**config.mk**
```make
export PLATFORM = sky130hd
export DESIGN_NAME = regfile_sb_flat
export DESIGN_NICKNAME = d
export VERILOG_FILES = /design/src/rtl/regfile_sb_if.sv /design/src/rtl/regfile_sb.sv /design/src/flat_wrapper.sv
export SDC_FILE = /design/constraint.sdc
export NUM_CORES = 2
export LEC_CHECK = 0
export ABC_AREA = 1
export BUFFER_PORTS_ARGS = -buffer_cell sky130_fd_sc_hd__buf_2
export CAP_MARGIN = 20
export CORE_MARGIN = 2
export CORE_UTILIZATION = 32
export DETAILED_ROUTE_END_ITERATION = 12
export PLACE_DENSITY_LB_ADDON = 0.3
export SYNTH_ARGS = -nofsm -noshare
export SYNTH_HDL_FRONTEND = slang
export SYNTH_SLANG_ARGS = --single-unit
```
**constraint.sdc**
```tcl
create_clock -name clk -period 3.8 [get_ports clk]
set_clock_uncertainty 0.05 [all_clocks]
set_input_delay 0.76 -clock clk [delete_from_list [all_inputs] [get_ports clk]]
set_output_delay 0.76 -clock clk [all_outputs]
set_load 0.02 [all_outputs]
```
**src/rtl/regfile_sb_if.sv**
```systemverilog
// Bundled register-file access bus: read ports, write ports, scoreboard reserve/flush.
// master drives requests (decode/writeback side), slave is the register file.
interface regfile_sb_if #(
  parameter int unsigned XLEN      = 32,
  parameter int unsigned REG_COUNT = 32,
  parameter int unsigned RD_PORTS  = 2,
  parameter int unsigned WR_PORTS  = 1
);
  localparam int unsigned AW = $clog2(REG_COUNT);

  logic [RD_PORTS-1:0]      rd_en;
  logic [RD_PORTS*AW-1:0]   rd_addr;
  logic [RD_PORTS*XLEN-1:0] rd_data;
  logic [RD_PORTS-1:0]      rd_ready;
  logic [WR_PORTS-1:0]      wr_en;
  logic [WR_PORTS*AW-1:0]   wr_addr;
  logic [WR_PORTS*XLEN-1:0] wr_data;
  logic                     rsv_en;
  logic [AW-1:0]            rsv_addr;
  logic                     rsv_ok;
  logic                     flush;
  logic                     busy_any;

  modport master (
    output rd_en, rd_addr, wr_en, wr_addr, wr_data, rsv_en, rsv_addr, flush,
    input  rd_data, rd_ready, rsv_ok, busy_any
  );

  modport slave (
    input  rd_en, rd_addr, wr_en, wr_addr, wr_data, rsv_en, rsv_addr, flush,
    output rd_data, rd_ready, rsv_ok, busy_any
  );
endinterface

```
**src/rtl/regfile_sb.sv**
```systemverilog
// Multi-port register file with write-to-read bypass and per-register pending-write counters.
// The scoreboard is compiled in only when REGFILE_SCOREBOARD_EN is defined.
module regfile_sb #(
  parameter int unsigned XLEN      = 32,
  parameter int unsigned REG_COUNT = 32,
  parameter int unsigned RD_PORTS  = 2,
  parameter int unsigned WR_PORTS  = 1,
  parameter int unsigned PEND_W    = 2
) (
  input logic         clk,
  input logic         rst,
  regfile_sb_if.slave bus
);
  localparam int unsigned AW = $clog2(REG_COUNT);

  logic [REG_COUNT-1:0]     wr_hit;
  logic [XLEN-1:0]          wr_val [REG_COUNT];
  logic [XLEN-1:0]          regs_q [REG_COUNT];
  logic [AW-1:0]            ra     [RD_PORTS];
  logic [RD_PORTS-1:0]      rd_live;
  logic [RD_PORTS*XLEN-1:0] rd_data_d;
  logic [RD_PORTS-1:0]      rd_ready_d;

  // Per-register write decode; ascending port order makes the highest port win a collision.
  always_comb begin
    wr_hit = '0;
    for (int r = 0; r < REG_COUNT; r++) wr_val[r] = '0;
    for (int p = 0; p < WR_PORTS; p++) begin
      if (!rst && bus.wr_en[p] && (bus.wr_addr[p*AW +: AW] != '0)) begin
        wr_hit[bus.wr_addr[p*AW +: AW]] = 1'b1;
        wr_val[bus.wr_addr[p*AW +: AW]] = bus.wr_data[p*XLEN +: XLEN];
      end
    end
  end

  always_ff @(posedge clk) begin
    if (rst) begin
      for (int r = 0; r < REG_COUNT; r++) regs_q[r] <= '0;
    end else begin
      for (int r = 1; r < REG_COUNT; r++) begin
        if (wr_hit[r]) regs_q[r] <= wr_val[r];
      end
    end
  end

  always_comb begin
    rd_data_d = '0;
    rd_live   = '0;
    for (int i = 0; i < RD_PORTS; i++) begin
      ra[i]      = bus.rd_addr[i*AW +: AW];
      rd_live[i] = !rst && bus.rd_en[i] && (ra[i] != '0);
      if (rd_live[i]) begin
        rd_data_d[i*XLEN +: XLEN] = wr_hit[ra[i]] ? wr_val[ra[i]] : regs_q[ra[i]];
      end
    end
  end

  assign bus.rd_data = rd_data_d;

`ifdef REGFILE_SCOREBOARD_EN
  localparam logic [PEND_W-1:0] PMAX = '1;

  logic [PEND_W-1:0]    pend_q [REG_COUNT];
  logic [PEND_W-1:0]    pend_d [REG_COUNT];
  logic [REG_COUNT-1:0] pend_nz;
  logic                 rsv_ok;

  // Entry 0 is never reserved, so x0 reservations short-circuit to accepted.
  assign rsv_ok = !rst && !bus.flush && bus.rsv_en &&
                  ((bus.rsv_addr == '0) || (pend_q[bus.rsv_addr] != PMAX));

  always_comb begin
    for (int r = 0; r < REG_COUNT; r++) begin
      pend_d[r]  = '0;
      pend_nz[r] = (pend_q[r] != '0);
    end
    for (int r = 1; r < REG_COUNT; r++) begin
      pend_d[r] = pend_q[r] + PEND_W'(rsv_ok && (bus.rsv_addr == AW'(r)))
                            - PEND_W'(wr_hit[r] && pend_nz[r]);
      if (bus.flush) pend_d[r] = '0;
    end
  end

  always_ff @(posedge clk) begin
    if (rst) begin
      for (int r = 0; r < REG_COUNT; r++) pend_q[r] <= '0;
    end else begin
      for (int r = 0; r < REG_COUNT; r++) pend_q[r] <= pend_d[r];
    end
  end

  // Ready when nothing is in flight or the last outstanding writer lands this cycle.
  always_comb begin
    rd_ready_d = '1;
    for (int i = 0; i < RD_PORTS; i++) begin
      rd_ready_d[i] = !rd_live[i] || !pend_nz[ra[i]] ||
                      ((pend_q[ra[i]] == PEND_W'(1)) && wr_hit[ra[i]]);
    end
  end

  assign bus.rsv_ok   = rsv_ok;
  assign bus.busy_any = |pend_nz;
`else
  logic unused_sb;

  assign unused_sb    = ^{bus.rsv_en, bus.rsv_addr, bus.flush, rd_live};
  assign rd_ready_d   = '1;
  assign bus.rsv_ok   = !rst;
  assign bus.busy_any = 1'b0;
`endif

  assign bus.rd_ready = rd_ready_d;

endmodule

```
**src/flat_wrapper.sv**
```systemverilog
// flat-port wrapper written by rule: the top's interface ports become plain ports
module regfile_sb_flat 
#(
  parameter int unsigned XLEN      = 32,
  parameter int unsigned REG_COUNT = 32,
  parameter int unsigned RD_PORTS  = 2,
  parameter int unsigned WR_PORTS  = 1,
  parameter int unsigned PEND_W    = 2
)
  (clk, rst, bus_rd_en, bus_rd_addr, bus_wr_en, bus_wr_addr, bus_wr_data, bus_rsv_en, bus_rsv_addr, bus_flush, bus_rd_data, bus_rd_ready, bus_rsv_ok, bus_busy_any);
  regfile_sb_if #(.XLEN(XLEN), .REG_COUNT(REG_COUNT), .RD_PORTS(RD_PORTS), .WR_PORTS(WR_PORTS)) bus_i ();
  input logic clk;
  input logic rst;
  input wire logic [$bits(bus_i.rd_en)-1:0] bus_rd_en;
  input wire logic [$bits(bus_i.rd_addr)-1:0] bus_rd_addr;
  input wire logic [$bits(bus_i.wr_en)-1:0] bus_wr_en;
  input wire logic [$bits(bus_i.wr_addr)-1:0] bus_wr_addr;
  input wire logic [$bits(bus_i.wr_data)-1:0] bus_wr_data;
  input wire logic [$bits(bus_i.rsv_en)-1:0] bus_rsv_en;
  input wire logic [$bits(bus_i.rsv_addr)-1:0] bus_rsv_addr;
  input wire logic [$bits(bus_i.flush)-1:0] bus_flush;
  output wire logic [$bits(bus_i.rd_data)-1:0] bus_rd_data;
  output wire logic [$bits(bus_i.rd_ready)-1:0] bus_rd_ready;
  output wire logic [$bits(bus_i.rsv_ok)-1:0] bus_rsv_ok;
  output wire logic [$bits(bus_i.busy_any)-1:0] bus_busy_any;
  assign bus_i.rd_en = bus_rd_en;
  assign bus_i.rd_addr = bus_rd_addr;
  assign bus_i.wr_en = bus_wr_en;
  assign bus_i.wr_addr = bus_wr_addr;
  assign bus_i.wr_data = bus_wr_data;
  assign bus_i.rsv_en = bus_rsv_en;
  assign bus_i.rsv_addr = bus_rsv_addr;
  assign bus_i.flush = bus_flush;
  assign bus_rd_data = bus_i.rd_data;
  assign bus_rd_ready = bus_i.rd_ready;
  assign bus_rsv_ok = bus_i.rsv_ok;
  assign bus_busy_any = bus_i.busy_any;
  regfile_sb #(.XLEN(XLEN), .REG_COUNT(REG_COUNT), .RD_PORTS(RD_PORTS), .WR_PORTS(WR_PORTS), .PEND_W(PEND_W)) u_core (.clk(clk), .rst(rst), .bus(bus_i));
endmodule
```
==> results.sh <==
export IMPL_status="finished, violations left"
export IMPL_violations="setup timing"
export IMPL_num_rows=166
export IMPL_ys_warn_count=0
export IMPL_cts_tree="done"
export IMPL_drt_vias_per_instance=6.14
export IMPL_yosysSeqAreaShare_pct=45.5
export IMPL_yosys_area_top_type="edfxtp_1"
export IMPL_place_congestion=1.10
export IMPL_die_h_um=456
export IMPL_required_ns=2.99
export IMPL_final_layout_size_suffix_gt1_share_pct=27.7
export IMPL_overflow=0
export IMPL_worstPathCellList="buf_12 > clkinv_8 > nand2_8 > buf_12 > buf_6 > nor2_4 > buf_12 > nand2_8 > buf_12 > o21ai_4 > buf_6 > buf_12 > nand2_4 > a21oi_2 > nor2_2 > nor2_2 > nand2_1 > nand2_1 > inv_2 > nor2_4 > buf_6"
export IMPL_antenna_found_initial=41
export IMPL_worst_pin_slew_ns=1.16
export IMPL_maxCapViolations=0
export IMPL_crit_fanout=5
export IMPL_min_period_over_period_pct=107
export IMPL_path_clk_slew_ns=0.07
export IMPL_top_register="u_core.regs_q"
export IMPL_synth_most_common_cell="nand2_1"
export IMPL_grt_pass1_wl_um=590000
export IMPL_irDropWorstVdd_mv=0.451
export IMPL_use_met1_pct=51.1
export IMPL_setup_ws_ns=-0.256
export IMPL_critPathBufInv=10
export IMPL_synth_distinct_cells=45
export IMPL_maxSlewHeadroom_pct=22.4
export IMPL_drt_pass1_iter_count=7
export IMPL_final_nets=10200
export IMPL_ys_async_sr_fraction_pct=0
export IMPL_p_leak_nw=39.2
export IMPL_synth_main_ff_cell="edfxtp_1"
export IMPL_synth_area_top_cells="edfxtp_1 45%, nand2_1 14%, nand3_1 9.2%"
export IMPL_ios=127
export IMPL_min_path_type="input port to flip-flop"
export IMPL_cpMostUsedCell="buf_12"
export IMPL_p_per_area_mw_per_mm2=357
export IMPL_total_power_mw=32.8
export IMPL_clock_path_buffers=3
export IMPL_areaGrowthSynthToFinish_pct=40.2
export IMPL_report_final_hold_viol_count=0
export IMPL_dieWidth_um=456
export IMPL_setup_violations=64
export IMPL_end_kind="output pin"
export IMPL_wirelength_um=439000
export IMPL_synth_edf_count=992
export IMPL_critPathKind="input port to output pin"
export IMPL_start_util_pct=32.1
export IMPL_synth_common_cells="2,435 x nand2_1, 1,215 x nor2_1, 1,208 x nand3_1"
export IMPL_io_buffers=116
export IMPL_drcViolationCount=0
export IMPL_syn_avg_cell_area_um2=7.31
export IMPL_cts_hold_buffers=0
export IMPL_syn_instance_count=8961
export IMPL_grt_util_met3_pct=14.3
export IMPL_num_vias=79300
export IMPL_htree_levels=3
export IMPL_multi_input_area_mm2=0.0335
export IMPL_synth_seq_cells=992
export IMPL_cp_start_kind="input port"
export IMPL_drv_slew=0
export IMPL_grt_busiest_layer="met2"
export IMPL_grt_pass1_vias=73000
export IMPL_synth_area_mm2=0.0655
export IMPL_dieArea_mm2=0.208
export IMPL_fillerInstances=20300
export IMPL_largest_reg_flops=992
export IMPL_critPathMaxStageDelay_ns=0.23
export IMPL_met2_usage_pct=57.2
export IMPL_critical_path_top_delay_family="buffers and inverters"
export IMPL_cp_arrival_ns=3.25
export IMPL_core_area_mm2=0.204
export IMPL_clock_root_buffer="clkbuf_16"
export IMPL_max_clock_freq_mhz=247
export IMPL_cpMaxStageDelayCell="nor2_4"
export IMPL_rsz0062_at_grt="yes"
export IMPL_clkSinkCount=992
export IMPL_post_route_min_period_ns=4.06
export IMPL_wl_per_cell_um=34.0
export IMPL_seq_area_mm2=0.0298
export IMPL_grt_start_max_net_pins=91
export IMPL_reg_largest_list="u_core.regs_q (992)"
export IMPL_holdWs_ns=0.372
export IMPL_ant_nets=0
export IMPL_grt_use_total_pct=40.3
export IMPL_cts_buffers=115
export IMPL_drt_iter0_drc=14700
export IMPL_dp_final_hpwl_um=307000
export IMPL_synth_top_cell_area_share_pct=45.5
export IMPL_place_worst_setup_slack_ns=-0.751
-- cell families (layout without fill, tap and decap cells) --
logic type,count (synthesis),after routing,synth area share (%)
flip-flops,992,992,45.5
AO/OA/AOI/OAI,1485,1485,13.2
buffers and inverters,1387,2628,8.57
other,2,22,0.0115
AND/OR/NAND/NOR,5095,5096,32.7
-- routing by layer --
layer,up-vias,routed length [um]
met3,1730,65400
met5,-,323
met2,7050,177000
met4,44,36600
met1,37800,159000
li1,32700,-
-- power by group --
part / internal (mW) / switching [mW]
sequential: 12.6 / 0.334
clock: 6.51 / 5.16
combinational: 2.71 / 5.43
total: 21.9 / 10.9
-- cells in the final DEF, fill, tap and decap left out, drive strengths merged --
master       n
nand4       96
diode       19
conb         3
or2         57
buf       1838
a21oi      498
bufbuf       5
nand3     1231
a211o        4
nor3b        1
nor3        21
nor2      1232
inv        550
o2111ai    175
clkinvlp     9
a211oi      24
o22ai       20
nand2     2454
o31ai        1
nand3b       3
o211ai     110
edfxtp     992
a21boi      10
o21a         1
clkinv      59
o311ai       2
clkbuf     155
bufinv      12
o211a       16
o21ai      605
o221ai      19
and2         1
-- path summary, 6_finish.rpt --
check | end | slack [ns] | startpoint | cells past startpoint
max | bus_rd_data[32] | -0.26 | rst | 21
min | u_core.regs_q[16][13]$_SDFFCE_PN0P_ | 0.37 | bus_wr_data[13] | 3
-- what timing repair did --
action / CTS / global route
endpoints found under the setup margin: 64 / 64
resized for setup: 739 / 566
cloned: 23 / 11
setup buffers: 97 / 61
pin swaps: 145 / 224
-- area by class of cell --
type / instances / share of cell area [%]
Clock inverter: 69 / 0.826
Antenna cell: 19 / 0.0518
Timing Repair Buffer: 1854 / 20.7
Clock buffer: 144 / 3.32
Multi-Input combinational cell: 6584 / 36.5
Sequential cell: 992 / 32.4
Tap cell: 2688 / 3.66
Inverter: 561 / 2.44
-- metrics by stage --
step                      instance area (um2)  TNS (ns)  util [%]  instances
after floorplan                         65500         0         -       8962
after global placement                  81100    -22.68      39.8      12500
after detailed placement                81100    -22.75      39.8      12500
after CTS                               89200     -4.52      43.7      12800
after global routing                    91800     -8.50      45.0      12900
final                                   91800     -7.63      45.0      12900
Power figures use the tool's default switching activity.
